<file path="config.mk">
export PLATFORM = sky130hd
export DESIGN_NAME = stereo_window_feeder
export DESIGN_NICKNAME = d
export VERILOG_FILES = /design/src/rtl/stereo_window_feeder.sv
export SDC_FILE = /design/constraint.sdc
export NUM_CORES = 1
export LEC_CHECK = 0
export CAP_MARGIN = 10
export CELL_PAD_IN_SITES_DETAIL_PLACEMENT = 1
export CELL_PAD_IN_SITES_GLOBAL_PLACEMENT = 1
export CORE_ASPECT_RATIO = 0.6
export CORE_MARGIN = 1.5
export CORE_UTILIZATION = 42
export CTS_CLUSTER_DIAMETER = 80
export CTS_CLUSTER_SIZE = 14
export DETAILED_ROUTE_END_ITERATION = 8
export PLACE_DENSITY = 0.89
export SYNTH_ARGS = -nofsm -noshare
export SYNTH_HDL_FRONTEND = slang
export SYNTH_SLANG_ARGS = --single-unit
export TNS_END_PERCENT = 5
</file>
<file path="constraint.sdc">
create_clock -name clk -period 6.4 [get_ports clk]
set_clock_uncertainty 0.15 [all_clocks]
set_input_delay 0.64 -clock clk [delete_from_list [all_inputs] [get_ports clk]]
set_output_delay 0.64 -clock clk [all_outputs]
set_load 0.05 [all_outputs]
</file>
<file path="src/rtl/stereo_window_feeder.sv">
// Disparity-search producer: loads a template row (f lanes) from the left image, then
// streams the matching search strip (g beats) from the right image with backpressure.
module stereo_window_feeder #(
  parameter int PIX_W  = 3,
  parameter int WIN_W  = 16,
  parameter int WIN_H  = 16,
  parameter int MAX_D  = 64,
  parameter int IMG_W  = 128,
  parameter int ROW_AW = 8
) (
  input  logic                     clk,
  input  logic                     rst,
  input  logic                     start,
  input  logic [6:0]               x0,
  input  logic [ROW_AW-1:0]        y0,
  output logic                     busy,
  output logic                     mem_rd,
  output logic [ROW_AW+7:0]        mem_addr,
  input  logic [PIX_W-1:0]         mem_data,
  output logic [WIN_W*PIX_W-1:0]   f_bus,
  output logic                     f_valid,
  output logic                     row_start,
  output logic [PIX_W-1:0]         g_data,
  output logic [6:0]               g_col,
  output logic                     g_valid,
  input  logic                     g_ready,
  output logic                     work,
  output logic                     done
);

  localparam int N  = WIN_W + MAX_D - 1;
  localparam int RW = $clog2(WIN_H);
  localparam int FW = $clog2(WIN_W) + 1;
  localparam int LW = $clog2(WIN_W);
  localparam logic [6:0]    LAST_COL    = 7'(N - 1);
  localparam logic [6:0]    N_BEATS     = 7'(N);
  localparam logic [6:0]    F_LAST_LANE = 7'(WIN_W - 1);
  localparam logic [FW-1:0] F_END       = FW'(WIN_W);
  localparam logic [RW-1:0] LAST_ROW    = RW'(WIN_H - 1);

  typedef enum logic [1:0] {IDLE = 2'd0, F_LOAD = 2'd1, G_STREAM = 2'd2, FINISH = 2'd3} state_t;

  state_t              state_r;
  logic [6:0]          x0_r;
  logic [ROW_AW-1:0]   y0_r;
  logic [RW-1:0]       row_r;
  logic [FW-1:0]       f_cnt_r;
  logic [6:0]          g_cnt_r;
  logic                busy_r, done_r, work_r, f_valid_r;
  logic [WIN_W*PIX_W-1:0] f_bus_r;
  logic                iss_v_r, iss_oob_r, ret_v_r, ret_oob_r;
  logic [6:0]          iss_off_r, ret_off_r;
  logic                mem_rd_r;
  logic [ROW_AW+7:0]   mem_addr_r;
  logic                g_valid_r, row_start_r;
  logic [PIX_W-1:0]    g_data_r;
  logic [6:0]          g_col_r;
  logic [PIX_W-1:0]    sk_data_r [2];
  logic [6:0]          sk_col_r [2];
  logic [1:0]          sk_cnt_r;

  logic                acc_s, last_acc_s, f_done_s, in_v_s, out_free_s;
  logic                iss_s, iss_side_s, iss_oob_s;
  logic [6:0]          iss_off_s, xb_s;
  logic [7:0]          iss_col_s;
  logic [RW-1:0]       row_nx_s;
  logic [ROW_AW-1:0]   yb_s, iss_row_s;
  logic [2:0]          occ_s;
  logic [PIX_W-1:0]    ret_data_s;

  // Read-issue decision: one slot per cycle; out-of-image columns take a slot but skip mem_rd.
  always_comb begin
    acc_s      = g_valid_r & g_ready;
    last_acc_s = (state_r == G_STREAM) & acc_s & (g_col_r == LAST_COL);
    f_done_s   = (state_r == F_LOAD) & ret_v_r & (ret_off_r == F_LAST_LANE);
    in_v_s     = (state_r == G_STREAM) & ret_v_r;
    out_free_s = ~g_valid_r | acc_s;
    // Credit covers output register + skid; the beat leaving this cycle frees its slot.
    occ_s      = 3'(g_valid_r) + 3'(sk_cnt_r) + 3'(iss_v_r) + 3'(ret_v_r) - 3'(acc_s);
    ret_data_s = ret_oob_r ? {PIX_W{1'b0}} : mem_data;
    iss_s      = 1'b0;
    iss_side_s = 1'b0;
    iss_off_s  = 7'd0;
    row_nx_s   = row_r;
    xb_s       = x0_r;
    yb_s       = y0_r;
    case (state_r)
      IDLE: begin
        xb_s     = x0;
        yb_s     = y0;
        row_nx_s = RW'(0);
        if (start) iss_s = 1'b1;
        else       iss_s = 1'b0;
      end
      F_LOAD: begin
        if (f_done_s) begin
          iss_s      = 1'b1;
          iss_side_s = 1'b1;
        end else if (f_cnt_r < F_END) begin
          iss_s     = 1'b1;
          iss_off_s = 7'(f_cnt_r);
        end else begin
          iss_s = 1'b0;
        end
      end
      G_STREAM: begin
        if (last_acc_s) begin
          if (row_r != LAST_ROW) begin
            iss_s    = 1'b1;
            row_nx_s = row_r + RW'(1);
          end else begin
            iss_s = 1'b0;
          end
        end else if ((g_cnt_r < N_BEATS) && (occ_s < 3'd3)) begin
          iss_s      = 1'b1;
          iss_side_s = 1'b1;
          iss_off_s  = g_cnt_r;
        end else begin
          iss_s = 1'b0;
        end
      end
      default: iss_s = 1'b0;
    endcase
    iss_col_s = {1'b0, xb_s} + {1'b0, iss_off_s};
    iss_oob_s = (iss_col_s >= 8'(IMG_W));
    iss_row_s = yb_s + ROW_AW'(row_nx_s);
  end

  // Window/row sequencing FSM with busy, done, work and f_valid strobes.
  always_ff @(posedge clk) begin
    if (rst) begin
      state_r   <= IDLE;
      x0_r      <= 7'd0;
      y0_r      <= {ROW_AW{1'b0}};
      row_r     <= RW'(0);
      f_cnt_r   <= FW'(0);
      g_cnt_r   <= 7'd0;
      busy_r    <= 1'b0;
      done_r    <= 1'b0;
      work_r    <= 1'b0;
      f_valid_r <= 1'b0;
    end else begin
      case (state_r)
        IDLE: begin
          if (start) begin
            x0_r    <= x0;
            y0_r    <= y0;
            row_r   <= RW'(0);
            f_cnt_r <= FW'(1);
            busy_r  <= 1'b1;
            state_r <= F_LOAD;
          end
        end
        F_LOAD: begin
          if (f_done_s) begin
            f_valid_r <= 1'b1;
            work_r    <= 1'b1;
            g_cnt_r   <= 7'd1;
            state_r   <= G_STREAM;
          end else if (iss_s) begin
            f_cnt_r <= f_cnt_r + FW'(1);
          end
        end
        G_STREAM: begin
          if (last_acc_s) begin
            f_valid_r <= 1'b0;
            work_r    <= 1'b0;
            if (row_r == LAST_ROW) begin
              done_r  <= 1'b1;
              busy_r  <= 1'b0;
              state_r <= FINISH;
            end else begin
              row_r   <= row_r + RW'(1);
              f_cnt_r <= FW'(1);
              state_r <= F_LOAD;
            end
          end else if (iss_s) begin
            g_cnt_r <= g_cnt_r + 7'd1;
          end
        end
        FINISH: begin
          done_r  <= 1'b0;
          state_r <= IDLE;
        end
        default: state_r <= IDLE;
      endcase
    end
  end

  // Two-stage read tracking (issue cycle, data-return cycle) and the memory strobe.
  always_ff @(posedge clk) begin
    if (rst) begin
      iss_v_r    <= 1'b0;
      iss_off_r  <= 7'd0;
      iss_oob_r  <= 1'b0;
      ret_v_r    <= 1'b0;
      ret_off_r  <= 7'd0;
      ret_oob_r  <= 1'b0;
      mem_rd_r   <= 1'b0;
      mem_addr_r <= {(ROW_AW+8){1'b0}};
    end else begin
      iss_v_r   <= iss_s;
      iss_off_r <= iss_off_s;
      iss_oob_r <= iss_oob_s;
      ret_v_r   <= iss_v_r;
      ret_off_r <= iss_off_r;
      ret_oob_r <= iss_oob_r;
      mem_rd_r  <= iss_s & ~iss_oob_s;
      if (iss_s) mem_addr_r <= {iss_side_s, iss_row_s, iss_col_s[6:0]};
    end
  end

  // Template lanes filled from left-image returns.
  always_ff @(posedge clk) begin
    if (rst) begin
      f_bus_r <= {(WIN_W*PIX_W){1'b0}};
    end else if ((state_r == F_LOAD) && ret_v_r) begin
      f_bus_r[ret_off_r[LW-1:0]*PIX_W +: PIX_W] <= ret_data_s;
    end
  end

  // Search-beat output register backed by a 2-entry skid; skid entries are always older.
  always_ff @(posedge clk) begin
    if (rst) begin
      g_valid_r    <= 1'b0;
      g_data_r     <= {PIX_W{1'b0}};
      g_col_r      <= 7'd0;
      row_start_r  <= 1'b0;
      sk_cnt_r     <= 2'd0;
      sk_data_r[0] <= {PIX_W{1'b0}};
      sk_data_r[1] <= {PIX_W{1'b0}};
      sk_col_r[0]  <= 7'd0;
      sk_col_r[1]  <= 7'd0;
    end else if (out_free_s) begin
      if (sk_cnt_r != 2'd0) begin
        g_valid_r   <= 1'b1;
        g_data_r    <= sk_data_r[0];
        g_col_r     <= sk_col_r[0];
        row_start_r <= (sk_col_r[0] == 7'd0);
        if (sk_cnt_r == 2'd2) begin
          sk_data_r[0] <= sk_data_r[1];
          sk_col_r[0]  <= sk_col_r[1];
          if (in_v_s) begin
            sk_data_r[1] <= ret_data_s;
            sk_col_r[1]  <= ret_off_r;
            sk_cnt_r     <= 2'd2;
          end else begin
            sk_cnt_r <= 2'd1;
          end
        end else if (in_v_s) begin
          sk_data_r[0] <= ret_data_s;
          sk_col_r[0]  <= ret_off_r;
          sk_cnt_r     <= 2'd1;
        end else begin
          sk_cnt_r <= 2'd0;
        end
      end else if (in_v_s) begin
        g_valid_r   <= 1'b1;
        g_data_r    <= ret_data_s;
        g_col_r     <= ret_off_r;
        row_start_r <= (ret_off_r == 7'd0);
      end else begin
        g_valid_r   <= 1'b0;
        row_start_r <= 1'b0;
      end
    end else if (in_v_s) begin
      if (sk_cnt_r == 2'd0) begin
        sk_data_r[0] <= ret_data_s;
        sk_col_r[0]  <= ret_off_r;
      end else begin
        sk_data_r[1] <= ret_data_s;
        sk_col_r[1]  <= ret_off_r;
      end
      sk_cnt_r <= sk_cnt_r + 2'd1;
    end
  end

  assign busy      = busy_r;
  assign done      = done_r;
  assign work      = work_r;
  assign f_valid   = f_valid_r;
  assign f_bus     = f_bus_r;
  assign mem_rd    = mem_rd_r;
  assign mem_addr  = mem_addr_r;
  assign g_valid   = g_valid_r;
  assign g_data    = g_data_r;
  assign g_col     = g_col_r;
  assign row_start = row_start_r;

endmodule

</file>
==> impl_metrics.env <==
export IMPL_dp_hpwl_microns=16500
export IMPL_fmax_mhz=183
export IMPL_die_y_microns=106
export IMPL_numCtsBuffers=17
export IMPL_required_ps=6600
export IMPL_pwr_density_cell_mw_per_mm2=392
export IMPL_syn_cell_area_sq_mm=0.00745
export IMPL_synth_edff_count=20
export IMPL_numPortBuffers=102
export IMPL_crit_fanout=9
export IMPL_clock_latency_ps=430
export IMPL_worst_path_buf_inv=4
export IMPL_yosys_warnings=0
export IMPL_syn_inst=832
export IMPL_crit_type="in2reg"
export IMPL_htreeDepth=4
export IMPL_crit_start="g_ready"
export IMPL_holdWs_ps=288
export IMPL_pre_cts_ws_ps=583
export IMPL_rsz0062_at_grt="no"
export IMPL_via_count=6794
export IMPL_cts_sinks=153
export IMPL_hold_viol=0
export IMPL_status="completed"
export IMPL_final_cell_mix="dfxtp_1 (133), nor2_1 (106), clkdlybuf4s50_1 (101), nand2_1 (82), a21oi_1 (59)"
export IMPL_critical_path_arrival_ps=5670
export IMPL_die_x_microns=175
export IMPL_slowest_delay_ps=510
export IMPL_grt_pass1_wl_microns=38800
export IMPL_yosys_top_cells_area="dfxtp_1 (36%), edfxtp_1 (8.1%), mux2i_1 (7.1%), nor2_1 (5.3%), ha_1 (5.2%)"
export IMPL_core_area_sq_mm=0.0173
export IMPL_worstSetupEndpointType="flop"
export IMPL_finalNetCount=975
export IMPL_wl_microns=24200
export IMPL_crit_slowest_cell="or4_1"
export IMPL_drv_slew=0
export IMPL_path_clk_slew_ps=70
export IMPL_synth_seq_cells=153
export IMPL_area_delta_synth_final_pct=23.6
export IMPL_crit_chain="clkdlybuf4s50_1 > and2_1 > ha_1 > fa_1 > inv_1 > ha_1 > inv_1 > fa_1 > xnor2_1 > a21oi_1 > and4_1 > a22o_1 > nand2_1 > inv_1 > ha_1 > a21o_1 > a21o_1 > a211oi_1 > nor2_1 > or4_1 > o21ai_0"
export IMPL_yosysTopAreaCell="dfxtp_1"
export IMPL_grt_overflow_total=0
export IMPL_ys_flop_type="dfxtp_1"
export IMPL_first_global_vias=6842
export IMPL_async_reset_ff_share_pct=0
export IMPL_r2r_start="g_valid"
export IMPL_tns_ps=0
export IMPL_insertedDiodeCount=0
export IMPL_cts_tree="yes"
export IMPL_grt_max_degree=75
export IMPL_cts_hold_buf=0
export IMPL_place_inst=1133
export IMPL_fp_row_count=37
export IMPL_gp_congestion=0.844
export IMPL_startpoint_type="input pin"
export IMPL_setup_ws_ps=932
export IMPL_first_iter_violations=613
export IMPL_ant_nets=0
export IMPL_dr_pass1_iters=5
export IMPL_start_util_pct=43.1
export IMPL_max_clock_path_buffers=2
export IMPL_netlist_area_leader_share_pct=35.7
export IMPL_period_minus_slack_ps=5470
export IMPL_antenna_found_initial=0
export IMPL_vdd_drop_max_v=0.000238
export IMPL_setup_violations_final=0
export IMPL_yosysSeqAreaShare_pct=43.8
export IMPL_ctsResizeCount=0
export IMPL_tightest_slew_ps=1110
export IMPL_final_common_cell="dfxtp_1"
export IMPL_hp_start="iss_off_r[0]"
export IMPL_cts_root_buf="clkbuf_16"
export IMPL_drv_cap=0
export IMPL_final_layout_size_suffix_gt1_share_pct=7.41
export IMPL_routedWlPerCell_microns=20.8
export IMPL_relSlewSlack_pct=26.0
export IMPL_grt_util_all_layers_pct=26.8
export IMPL_io_pins=103
export IMPL_drc=0
export IMPL_postCtsSetupBuffers=0
export IMPL_viasPerCell=5.83
export IMPL_stdcell_count=1165
export IMPL_leakage_nw=3.52
export IMPL_cp_top_family="adder cells"
export IMPL_min_path_type="reg2reg"
export IMPL_fin_crit_sh_pct=85.4
export IMPL_dieArea_sq_mm=0.0186
export IMPL_syn_area_per_cell_sq_um=8.95
export IMPL_synthDistinctLibCells=72
export IMPL_fillers=1989
export IMPL_synth_nets=889
final cells by class:
type | count | area (sq um) | area share, %
sequential | 153 | 3260 | 35.4
timing repair buffer | 109 | 1070 | 11.6
multi-input combinational | 610 | 3900 | 42.3
clock buffer | 17 | 425 | 4.62
inverter | 27 | 101 | 1.10
clock inverter | 15 | 156 | 1.70
tap | 234 | 293 | 3.18
worst register-to-register path, cell delays in order (launching register included):
cell	delay [ps]
dfxtp_1	420
and2_1	210
ha_1	250
fa_1	430
inv_1	80
ha_1	150
inv_1	50
fa_1	390
xnor2_1	150
a21oi_1	220
and4_1	470
a22o_1	220
nand2_1	110
inv_1	100
ha_1	230
a21o_1	190
a21o_1	210
a211oi_1	340
nor2_1	80
or4_1	510
o21ai_0	160
metal layers:
metal / part of all wire (%) / vias up / global-route usage, %
met5: 0 / - / 0
met4: 2.0 / 0 / 8.67
li1: - / 3100 / -
met2: 45 / 256 / 41.2
met1: 47 / 3391 / 37.6
met3: 6.4 / 47 / 5.76
state kept, by name, summed over array words and instances (netlist names), 2 cells and up:
| register | flops |
|---|---|
| x0_r | 7 |
| sk_data_r | 6 |
| iss_off_r | 7 |
| g_data | 3 |
| y0_r | 8 |
| f_cnt_r | 5 |
| ret_off_r | 7 |
| row_r | 4 |
| f_bus | 48 |
| sk_col_r | 14 |
| state_r | 2 |
| sk_cnt_r | 2 |
| g_cnt_r | 7 |
| g_col | 7 |
| mem_addr | 16 |
synth_stat cells, drive strengths merged, types with 9 or more instances:
| cell | instances |
|---|---|
| dfxtp | 133 |
| buf | 9 |
| a21oi | 59 |
| clkbuf | 33 |
| ha | 31 |
| inv | 27 |
| nand3 | 29 |
| and2 | 18 |
| nor2b | 19 |
| nand2 | 82 |
| edfxtp | 20 |
| nor3 | 11 |
| mux2 | 13 |
| o21ai | 46 |
| and3 | 10 |
| nand4 | 9 |
| nor2 | 106 |
| mux2i | 53 |
| a211oi | 20 |
| nand2b | 12 |
per-stage QoR:
stage                     power, mW  util, %  area (sq um)
after floorplan                2.13        -          7450
after global placement         2.50     50.0          8630
after detailed placement       2.56     50.0          8630
after CTS                      3.60     53.3          9210
after global routing           3.76     53.3          9210
final                          3.61     53.3          9210
path summary, 6_finish.rpt:
check        slack [ps]      endpoint  cells past startpoint
max                 930   mem_addr[5]                     21
min reg2reg         290  ret_off_r[0]                      1
min                 290  ret_off_r[0]                      1
max reg2reg        1210   mem_addr[5]                     20
logic make-up (layout without fill, tap and decap cells):
| kind of cell | count (synthesis) | in the layout | synth area share, % |
|---|---|---|---|
| and+or+nand+nor | 326 | 326 | 21.4 |
| AOI/OAI and AO/OA | 174 | 174 | 14.5 |
| DFF | 153 | 153 | 43.8 |
| buffers and inverters | 69 | 168 | 3.85 |
| muxes | 66 | 66 | 9.09 |
| adders and majority gates | 35 | 35 | 6.28 |
| xor gates and xnor gates | 9 | 9 | 1.06 |
report_power, final:
| part | internal (mW) | total, mW | switching [mW] |
|---|---|---|---|
| clock network | 0.552 | 1.02 | 0.466 |
| logic | 0.451 | 1.37 | 0.923 |
| registers | 1.11 | 1.22 | 0.107 |
Note: power is estimated with default switching activity, not from simulation.
